<file path="src/rtl/i2c_pkg.sv">
// Shared I2C types and constants for the target responder and the APB bridge.
package i2c_pkg;

  localparam int unsigned I2C_ADDR_W = 7;
  localparam int unsigned I2C_BYTE_W = 8;
  localparam int unsigned I2C_CNT_W  = 3;

  localparam logic I2C_RW_READ = 1'b1;
  localparam logic I2C_ACK     = 1'b0;

  typedef enum logic [3:0] {
    IDLE,
    ADDR,
    ADDR_ACK,
    WR_DATA,
    WR_ACK,
    WR_NACK,
    RD_DATA,
    RD_ACK,
    WAIT_STOP
  } i2c_tgt_state_e;

  function automatic logic addr_match(input logic [I2C_ADDR_W-1:0] rx_addr,
                                      input logic [I2C_ADDR_W-1:0] own_addr);
    return rx_addr == own_addr;
  endfunction

endpackage

</file>
<file path="src/rtl/i2c_target_responder_if.sv">
// Pin-level and byte-stream signals of the I2C target responder.
interface i2c_target_responder_if;
  import i2c_pkg::*;

  logic                  scl_in;
  logic                  sda_in;
  logic                  sda_oe;
  logic [I2C_BYTE_W-1:0] rx_data;
  logic                  rx_valid;
  logic                  rx_ready;
  logic [I2C_BYTE_W-1:0] tx_data;
  logic                  tx_ack;
  logic                  addressed;
  logic                  busy;

  modport master (
    output scl_in, sda_in, rx_ready, tx_data,
    input  sda_oe, rx_data, rx_valid, tx_ack, addressed, busy
  );

  modport slave (
    input  scl_in, sda_in, rx_ready, tx_data,
    output sda_oe, rx_data, rx_valid, tx_ack, addressed, busy
  );

endinterface

</file>
<file path="src/rtl/i2c_bus_sync.sv">
// SCL/SDA synchronizer with registered edge, START and STOP pulses.
// Pin-to-event latency is SYNC_STAGES+1 clocks; sda_s is aligned with the pulses.
module i2c_bus_sync #(
  parameter int unsigned SYNC_STAGES = 2
) (
  input  logic clk,
  input  logic rst,
  input  logic scl_in,
  input  logic sda_in,
  output logic sda_s,
  output logic scl_rise,
  output logic scl_fall,
  output logic start_det,
  output logic stop_det
);

  localparam int unsigned NS = (SYNC_STAGES < 2) ? 2 : SYNC_STAGES;

  logic [NS-1:0] scl_sync;
  logic [NS-1:0] sda_sync;
  logic          scl_s;
  logic          scl_now;
  logic          sda_now;

  assign scl_now = scl_sync[NS-1];
  assign sda_now = sda_sync[NS-1];

  // Idle bus is pulled high, so reset to 1 to avoid spurious events.
  always_ff @(posedge clk) begin
    if (rst) begin
      scl_sync  <= '1;
      sda_sync  <= '1;
      scl_s     <= 1'b1;
      sda_s     <= 1'b1;
      scl_rise  <= 1'b0;
      scl_fall  <= 1'b0;
      start_det <= 1'b0;
      stop_det  <= 1'b0;
    end else begin
      scl_sync  <= {scl_sync[NS-2:0], scl_in};
      sda_sync  <= {sda_sync[NS-2:0], sda_in};
      scl_s     <= scl_now;
      sda_s     <= sda_now;
      scl_rise  <= scl_now & ~scl_s;
      scl_fall  <= ~scl_now & scl_s;
      // SCL must be high on both samples so an SCL edge never fakes START/STOP.
      start_det <= scl_now & scl_s & ~sda_now & sda_s;
      stop_det  <= scl_now & scl_s & sda_now & ~sda_s;
    end
  end

endmodule

</file>
<file path="src/rtl/i2c_target_responder.sv">
// I2C target: address match, write bytes to rx stream, read bytes from tx stream.
// SDA is only ever pulled low; SCL is never stretched.
module i2c_target_responder
  import i2c_pkg::*;
#(
  parameter logic [I2C_ADDR_W-1:0] TARGET_ADDR = 7'h55,
  parameter int unsigned           SYNC_STAGES = 2
) (
  input logic                   PCLK,
  input logic                   PRESET,
  i2c_target_responder_if.slave bus
);

  logic sda_s;
  logic scl_rise;
  logic scl_fall;
  logic start_det;
  logic stop_det;

  i2c_bus_sync #(.SYNC_STAGES(SYNC_STAGES)) u_sync (
    .clk      (PCLK),
    .rst      (PRESET),
    .scl_in   (bus.scl_in),
    .sda_in   (bus.sda_in),
    .sda_s    (sda_s),
    .scl_rise (scl_rise),
    .scl_fall (scl_fall),
    .start_det(start_det),
    .stop_det (stop_det)
  );

  i2c_tgt_state_e        state;
  logic [I2C_CNT_W-1:0]  bit_cnt;
  logic [I2C_BYTE_W-1:0] shift;
  logic [I2C_BYTE_W-1:0] byte_in;
  logic                  phase;
  logic                  rd_mode;

  assign byte_in = {shift[I2C_BYTE_W-2:0], sda_s};

  // phase: in *_ACK, 1 once the ACK is being driven; in RD_DATA, 1 while
  // waiting for the first scl_fall before driving the MSB.
  always_ff @(posedge PCLK) begin
    if (PRESET) begin
      state         <= IDLE;
      bit_cnt       <= '0;
      shift         <= '0;
      phase         <= 1'b0;
      rd_mode       <= 1'b0;
      bus.sda_oe    <= 1'b0;
      bus.rx_data   <= '0;
      bus.rx_valid  <= 1'b0;
      bus.tx_ack    <= 1'b0;
      bus.addressed <= 1'b0;
      bus.busy      <= 1'b0;
    end else begin
      bus.rx_valid <= 1'b0;
      bus.tx_ack   <= 1'b0;
      if (stop_det) begin
        state         <= IDLE;
        bus.sda_oe    <= 1'b0;
        bus.addressed <= 1'b0;
        bus.busy      <= 1'b0;
      end else if (start_det) begin
        state         <= ADDR;
        bit_cnt       <= '0;
        bus.sda_oe    <= 1'b0;
        bus.addressed <= 1'b0;
        bus.busy      <= 1'b1;
      end else begin
        case (state)
          IDLE: ;
          ADDR: begin
            if (scl_rise) begin
              shift   <= byte_in;
              bit_cnt <= bit_cnt + 3'd1;
              if (bit_cnt == 3'd7) begin
                if (addr_match(byte_in[I2C_BYTE_W-1:1], TARGET_ADDR)) begin
                  state         <= ADDR_ACK;
                  phase         <= 1'b0;
                  bus.addressed <= 1'b1;
                  rd_mode       <= (sda_s == I2C_RW_READ);
                  if (sda_s == I2C_RW_READ) begin
                    shift      <= bus.tx_data;
                    bus.tx_ack <= 1'b1;
                  end
                end else begin
                  state <= WAIT_STOP;
                end
              end
            end
          end
          ADDR_ACK, WR_ACK: begin
            if (scl_fall) begin
              if (!phase) begin
                bus.sda_oe <= 1'b1;
                phase      <= 1'b1;
              end else begin
                phase   <= 1'b0;
                bit_cnt <= '0;
                if (state == ADDR_ACK && rd_mode) begin
                  state      <= RD_DATA;
                  bus.sda_oe <= ~shift[I2C_BYTE_W-1];
                end else begin
                  state      <= WR_DATA;
                  bus.sda_oe <= 1'b0;
                end
              end
            end
          end
          WR_DATA: begin
            if (scl_rise) begin
              shift   <= byte_in;
              bit_cnt <= bit_cnt + 3'd1;
              if (bit_cnt == 3'd7) begin
                phase <= 1'b0;
                if (bus.rx_ready) begin
                  bus.rx_data  <= byte_in;
                  bus.rx_valid <= 1'b1;
                  state        <= WR_ACK;
                end else begin
                  state <= WR_NACK;
                end
              end
            end
          end
          WR_NACK: begin
            if (scl_fall) begin
              bus.sda_oe <= 1'b0;
              state      <= WAIT_STOP;
            end
          end
          RD_DATA: begin
            if (scl_rise) begin
              shift   <= {shift[I2C_BYTE_W-2:0], 1'b0};
              bit_cnt <= bit_cnt + 3'd1;
            end else if (scl_fall) begin
              if (phase) begin
                bus.sda_oe <= ~shift[I2C_BYTE_W-1];
                phase      <= 1'b0;
              end else if (bit_cnt == 3'd0) begin
                bus.sda_oe <= 1'b0;
                state      <= RD_ACK;
              end else begin
                bus.sda_oe <= ~shift[I2C_BYTE_W-1];
              end
            end
          end
          RD_ACK: begin
            if (scl_rise) begin
              if (sda_s == I2C_ACK) begin
                shift      <= bus.tx_data;
                bus.tx_ack <= 1'b1;
                bit_cnt    <= '0;
                phase      <= 1'b1;
                state      <= RD_DATA;
              end else begin
                state <= WAIT_STOP;
              end
            end
          end
          WAIT_STOP: bus.sda_oe <= 1'b0;
          default: begin
            state      <= IDLE;
            bus.sda_oe <= 1'b0;
          end
        endcase
      end
    end
  end

endmodule

</file>
<file path="src/flat_wrapper.sv">
// flat-port wrapper written by rule: the top's interface ports become plain ports
module i2c_target_responder_flat import i2c_pkg::*;
#(
  parameter logic [I2C_ADDR_W-1:0] TARGET_ADDR = 7'h55,
  parameter int unsigned           SYNC_STAGES = 2
)
  (PCLK, PRESET, bus_scl_in, bus_sda_in, bus_rx_ready, bus_tx_data, bus_sda_oe, bus_rx_data, bus_rx_valid, bus_tx_ack, bus_addressed, bus_busy);
  i2c_target_responder_if bus_i ();
  input logic PCLK;
  input logic PRESET;
  input wire logic [$bits(bus_i.scl_in)-1:0] bus_scl_in;
  input wire logic [$bits(bus_i.sda_in)-1:0] bus_sda_in;
  input wire logic [$bits(bus_i.rx_ready)-1:0] bus_rx_ready;
  input wire logic [$bits(bus_i.tx_data)-1:0] bus_tx_data;
  output wire logic [$bits(bus_i.sda_oe)-1:0] bus_sda_oe;
  output wire logic [$bits(bus_i.rx_data)-1:0] bus_rx_data;
  output wire logic [$bits(bus_i.rx_valid)-1:0] bus_rx_valid;
  output wire logic [$bits(bus_i.tx_ack)-1:0] bus_tx_ack;
  output wire logic [$bits(bus_i.addressed)-1:0] bus_addressed;
  output wire logic [$bits(bus_i.busy)-1:0] bus_busy;
  assign bus_i.scl_in = bus_scl_in;
  assign bus_i.sda_in = bus_sda_in;
  assign bus_i.rx_ready = bus_rx_ready;
  assign bus_i.tx_data = bus_tx_data;
  assign bus_sda_oe = bus_i.sda_oe;
  assign bus_rx_data = bus_i.rx_data;
  assign bus_rx_valid = bus_i.rx_valid;
  assign bus_tx_ack = bus_i.tx_ack;
  assign bus_addressed = bus_i.addressed;
  assign bus_busy = bus_i.busy;
  i2c_target_responder #(.TARGET_ADDR(TARGET_ADDR), .SYNC_STAGES(SYNC_STAGES)) u_core (.PCLK(PCLK), .PRESET(PRESET), .bus(bus_i));
endmodule
</file>
<file path="config.mk">
export PLATFORM = sky130hd
export DESIGN_NAME = i2c_target_responder_flat
export DESIGN_NICKNAME = d
export VERILOG_FILES = /design/src/rtl/i2c_pkg.sv /design/src/rtl/i2c_target_responder_if.sv /design/src/rtl/i2c_bus_sync.sv /design/src/rtl/i2c_target_responder.sv /design/src/flat_wrapper.sv
export SDC_FILE = /design/constraint.sdc
export NUM_CORES = 1
export LEC_CHECK = 0
export BUFFER_PORTS_ARGS = -buffer_cell sky130_fd_sc_hd__buf_4
export CELL_PAD_IN_SITES_DETAIL_PLACEMENT = 0
export CELL_PAD_IN_SITES_GLOBAL_PLACEMENT = 1
export CORE_MARGIN = 2
export CORE_UTILIZATION = 43
export DETAILED_ROUTE_END_ITERATION = 10
export PLACE_DENSITY_LB_ADDON = 0.1
export SYNTH_ARGS = -nofsm -noshare
export SYNTH_HDL_FRONTEND = slang
export SYNTH_SLANG_ARGS = --single-unit
</file>
<file path="constraint.sdc">
create_clock -name PCLK -period 2.1 [get_ports PCLK]
set_input_delay 0.105 -clock PCLK [delete_from_list [all_inputs] [get_ports PCLK]]
set_output_delay 0.105 -clock PCLK [all_outputs]
set_load 0.05 [all_outputs]
</file>
# After elaboration in Yosys (flattened, before gate mapping)
# Cells that the tools add are included.
[totals] regBits=40 latchBits=0 ram_bits=0 mem_bits_ro=0 inputBits=13 out_inout_bits=13 word_cells=164 n_memories=0
[op_classes] add_sub_neg=1 n_mul=0 div_mod_pow=0 order_cmp=0 n_eq_ne=40 n_shift=0 mux=62 bitwise=19 n_reduce_logical=22
[op_table] operator="8-bit 2-to-1 mux" n=8
[op_table] operator="4-bit 2-to-1 mux" n=14
[op_table] operator="13-bit AND reduction" n=3
[op_table] operator="8-bit case mux with 4 select lines" n=1
[op_table] operator="4-bit case mux with 7 select lines" n=1
[op_table] operator="1-bit 2-to-1 mux" n=27
[op_table] operator="3-bit inequality test, second input constant" n=9
[op_table] operator="3-bit 2-to-1 mux" n=7
[op_table] operator="2-bit inequality test, second input constant" n=10
[op_table] operator="4-bit by 3-bit equality test with 1-bit output, second input constant" n=4
[op_table] operator="2-bit by 1-bit inequality test with 1-bit output, second input constant" n=6
[op_table] operator="3-bit by 2-bit inequality test with 1-bit output, second input constant" n=4
[op_table] operator="1-bit NOT" n=12
[op_table] operator="6-bit AND reduction" n=2
[op_table] operator="3-bit case mux with 3 select lines" n=1
[op_table] operator="4-bit by 2-bit equality test with 1-bit output, second input constant" n=2
[op_table] operator="8-bit AND reduction" n=1
[op_table] operator="4-bit nonzero test" n=2
[op_table] operator="1-bit bitwise AND" n=7
[op_table] operator="7-bit equality test, second input constant" n=1
[op_table] operator="7-bit AND reduction" n=1
[op_table] operator="2-bit OR reduction" n=3
[op_table] operator="3-bit OR reduction" n=2
[op_table] operator="6-bit OR reduction" n=1
[op_table] operator="15 further kinds" n=15

# Longest topological paths before layout
[depth] depth_word=7 mapped_depth=8 depth_no_buf=7

# Modules after synthesis
# A second synthesis with hierarchy kept.
[unflattened] cells_unflattened=228 area_unflattened_um2=2015.7
[by_module_without_submodules] mod="i2c_target_responder" n_inst=1 cells_per_inst=206 area_per_inst_um2=1715.4 seq_area_each_um2=600.6
[by_module_without_submodules] mod="i2c_bus_sync" n_inst=1 cells_per_inst=22 area_per_inst_um2=300.3 seq_area_each_um2=200.2

# Least setup slack after synthesis
# No wires, ideal clock.
[synth_path] path_kind="flip-flop to flip-flop" start="reg u_core.bit_cnt[0]" end="reg u_core.shift[1]" setup_ns=0.132 arrival_time_ns=1.562 required_time_ns=1.968 path_slack_ns=0.406 stages_incl_launch_ff=8 n_path_buf=1 period_less_slack_ns=1.694 path_cell_list="dfxtp_1 -> ha_1 -> ha_1 -> and3_1 -> clkbuf_1 -> a21oi_2 -> a2111oi_1 -> nor3_1"
[synth_between] elab_chain_cells=4
[synth_rtl] element="start: declaration" line_no="i2c_target_responder.sv:33" source="logic [I2C_CNT_W-1:0] bit_cnt;"
[synth_rtl] element="start signal: assignment" line_no="i2c_target_responder.sv:76" source="bit_cnt <= bit_cnt + 3'd1;"
[synth_rtl] element="start signal: assignment" line_no="i2c_target_responder.sv:114" source="bit_cnt <= bit_cnt + 3'd1;"
[synth_rtl] element="start signal: assignment" line_no="i2c_target_responder.sv:136" source="bit_cnt <= bit_cnt + 3'd1;"
[synth_rtl] element="3-bit equality test" line_no="i2c_target_responder.sv:77" source="if (bit_cnt == 3'd7) begin"
[synth_rtl] element="8-bit 2-to-1 mux" line_no="i2c_target_responder.sv:77"
[synth_rtl] element="8-bit 2-to-1 mux" line_no="i2c_target_responder.sv:74" source="if (scl_rise) begin"
[synth_rtl] element="8-bit case mux with 4 select lines" line_no="i2c_target_responder.sv:71" source="case (state)"
[synth_rtl] element="end signal: assignment" line_no="i2c_target_responder.sv:75" source="shift <= byte_in;"
[synth_rtl] element="end signal: assignment" line_no="i2c_target_responder.sv:84" source="shift <= bus.tx_data;"
[synth_rtl] element="end signal: assignment" line_no="i2c_target_responder.sv:113" source="shift <= byte_in;"
[synth_rtl] element="end: declaration" line_no="i2c_target_responder.sv:34" source="logic [I2C_BYTE_W-1:0] shift;"
# Every way passes these cells. The select of a mux whose other input is x is not followed.
# A chain may end at the register's enable or synchronous reset.

# Worst setup path after layout
[layout_path] start="reg u_core.state[0]" end="reg u_core.state[1]"
[layout_between] elab_chain_cells=4 word_cells_on_any_way=26 classes_between="20 x eq/ne; 1 x mux; 1 x bitwise; 4 x reduce/logical"
[layout_rtl] element="start: declaration" line_no="i2c_target_responder.sv:32" source="i2c_tgt_state_e state;"
[layout_rtl] element="start signal: assignment" line_no="i2c_target_responder.sv:45" source="state <= IDLE;"
[layout_rtl] element="start signal: assignment" line_no="i2c_target_responder.sv:60" source="state <= IDLE;"
[layout_rtl] element="start signal: assignment" line_no="i2c_target_responder.sv:65" source="state <= ADDR;"
[layout_rtl] element="4-bit by 3-bit equality test with 1-bit output, or another cell as far along" line_no="i2c_target_responder.sv:71"
[layout_rtl] element="2-bit OR reduction, on equally long branches"
[layout_rtl] element="2-bit by 1-bit inequality test with 1-bit output (no source line), or another cell as far along"
[layout_rtl] element="13-bit AND reduction (no source line)"
# Parallel ways exist; a longest one is shown, timed or not.

==> run metrics <==
outcome=finished clean; unrepaired setup endpoints after global routing=true; layout cells sized above 1=0.245; port bufs=25; Cell Rows=25; Die ar.=5520 um^2; router iterations before antenna repair=4; Post-Syn Nets=273; Layout area overhead=22.1%; drt wl/cell=15.0 um; Layout Cells excl Fill=361; commonest non-fill, non-tap cell in the layout=buf_4; Starting Density=0.447; Core Region=4750 um^2; fin crit period=1.95 ns; Vias=1950; worst hold path startpoint=bus_rx_ready; mean post-synth cell area=8.26 um^2; vias per inst=5.40; Slew headroom=0.660; max_cap viols=0; post-route cell area=2590 um^2; post-route setup TNS=0 ns; Worst path slowest cell=dfxtp_1; WL final=5430 um; number of global-route vias before repair=1826; DP Cell Count=351; pin count of the biggest net entering global routing=35; antenna violations before repair=0; Yosys reg bits=40; Setup CP Type=register to register; Num Clock Sinks=40; clock root cell=clkbuf_8; CP max FO=14; IO Pins=26; commonest non-fill, non-tap cells in the layout=buf_4 (45), dfxtp_1 (39), nand2_1 (30), nor2_1 (24), nor3_1 (17); Critical R2R Capture=u_core.state[1]; Critical Path RT=2.32 ns; CP Cell Sequence=buf_4 > a211o_1 > o22ai_1 > a311o_1 > or3_1 > a21oi_1; first-pass GRT wire length=9130 um; Lkg Pwr=1.08 nW; post-CTS setup buffer count=0; asr flop ratio synth=0; DPL Wire Length=3860 um; final hold vios=0; post-synthesis cell count=257; initial detailed-routing violation count=171; synth unique cells=60; Ant. Diodes=0; Most used DFF post-synth=dfxtp_1; Die Span Y=74.3 um; CTS clk-pin slew, worst paths=0.08 ns; Synth area leader=dfxtp_1; CP max stage delay=0.56 ns; Final Wtd Congestion=0.854; DRC errors left=0; clk buf depth=2; htree depth=2; Horiz. Die Dim=74.3 um; grt ovf=0; Post-synth EDFFs=0; VDD IR-drop max=411 uV; WP data arrival=2.18 ns; worst hold path endpoint=u_core.bus.rx_valid; R2R Setup Slk=0.15 ns; TritonCTS buffer count=5; Worst-Margin Slew=0.509 ns; Worst Hold Class=input pin to register; part of the Yosys area used for sequential elements=0.377; CTS tree=built; Final nets=309; hold depth=3; synth top area cells=dfxtp_1 (38%), nand2_1 (5.3%), nor3_1 (4.2%), nor2_1 (4.2%), a21oi_1 (3.5%); top-area cell type share of the netlist area=0.377; GRT Resource Usage Total=0.219; PwrDens=713 nW/um^2; Syn. warnings=0; Final ANT Viol Nets=0; Reg2Reg Launch Point=u_core.state[0]; Cell Area, Synth=2120 um^2; final count of negative-setup-slack endpoints=0; worst-skew pair later-pin latency=0.29 ns; Crit. End Element=register; Placed Area=2430 um^2; startpoint type of the worst setup path=register; period utilisation layout=0.930; cell count of the worst reg-to-reg path=6; Max Freq=0.512 GHz; max-slew violation count=0; clk_skew=0.00804 ns; Util after Layout=0.545; Worst Setup SP=u_core.state[0]
## stage by stage
step                hold slack (ns)  setup WS, ns  total power (W)
floorplan                     0.209         0.406          0.00107
global placement              0.293         0.141          0.00116
detailed placement            0.294         0.156          0.00116
CTS                          0.0629         0.145          0.00186
global route                 0.0819       -0.0200          0.00194
finish                       0.0711         0.146          0.00185
## metal layers
| layer | routed length [um] | vias to the layer above | share of wire | global-route usage |
|---|---|---|---|---|
| met5 | 0 | - | 0 | 0 |
| met4 | 61 | 0 | 0.011 | 0.0794 |
| met3 | 240 | 7 | 0.044 | 0.0420 |
| met2 | 2340 | 44 | 0.43 | 0.325 |
| met1 | 2780 | 907 | 0.51 | 0.316 |
| li1 | - | 992 | - | - |
## layout make-up
cell class                 count  area, um^2
timing repair buffer          47         358
inverter                       7        26.3
tap                           67        83.8
clock inverter                 1        30.0
multi-input combinational    192        1200
sequential                    40         802
fill                         493        2160
clock buffer                   7        96.3
## power breakdown
part,switching (W),internal [W]
registers,0.0000340,0.000779
clock network,0.000271,0.000420
logic,0.000186,0.000160
## worst max-delay path: cells and delay by family, from the launching register on
| kind | cells | cell delay, ns |
|---|---|---|
| DFF | 1 | 0.56 |
| buffers and inverters | 1 | 0.27 |
| and+or+nand+nor | 1 | 0.36 |
| AOI/OAI and AO/OA | 4 | 0.70 |
## cell usage after synthesis (2+ instances only)
library cell  instances
nand3_1               5
o21ai_0               8
buf_2                 3
buf_6                 5
a2111oi_1             2
xnor2_1               2
clkbuf_1              9
and2_1                4
a211oi_1              2
a221oi_1              4
or3_1                 3
mux2i_1               5
ha_1                  3
nand3b_1              2
nand2b_1              3
inv_1                 6
nor3_1               18
a21o_1                3
and3_1                8
o22ai_1               3
or2_2                 6
nand2_1              30
a31oi_1               2
a21oi_1              15
dfxtp_1              40
nor3b_1               3
nor2b_1               5
nor4_1                3
nor2_1               24
## kinds of logic after synthesis
| kind of cell | after synthesis | share of synthesized area |
|---|---|---|
| buffers and inverters | 25 | 0.0642 |
| muxes | 6 | 0.0289 |
| DFF | 40 | 0.377 |
| and+or+nand+nor | 125 | 0.316 |
| AOI/OAI and AO/OA | 56 | 0.187 |
| xor gates and xnor gates | 2 | 0.00825 |
| adders and majority gates | 3 | 0.0177 |
## how the worst max path moves through the flow
| stage | to | slack (ns) | cells past startpoint |
|---|---|---|---|
| 6_report | u_core.state[1] | 0.15 | 6 |
| 5_1_grt | u_core.shift[7] | -0.02 | 5 |
| 3_5_place_dp | u_core.shift[1] | 0.16 | 6 |
| 2_1_floorplan | u_core.shift[1] | 0.41 | 7 |
| 4_1_cts | u_core.shift[1] | 0.15 | 6 |
| 3_3_place_gp | u_core.shift[1] | 0.14 | 6 |
## timing repair
item | in CTS | in global routing
gates resized for setup | 0 | 3
hold buffers | 2 | 0
endpoints found under the hold margin | 2 | 0
endpoints found under the setup margin | 0 | 4
## state kept, by name, indices dropped and copies added, names as in the netlist, 2 cells and up
signal / cells
u_core.bus.rx_data: 8
u_core.shift: 8
u_core.state: 4
u_core.bit_cnt: 3
u_core.u_sync.scl_sync: 2
u_core.u_sync.sda_sync: 2
Note: power is estimated with default switching activity, not from simulation.
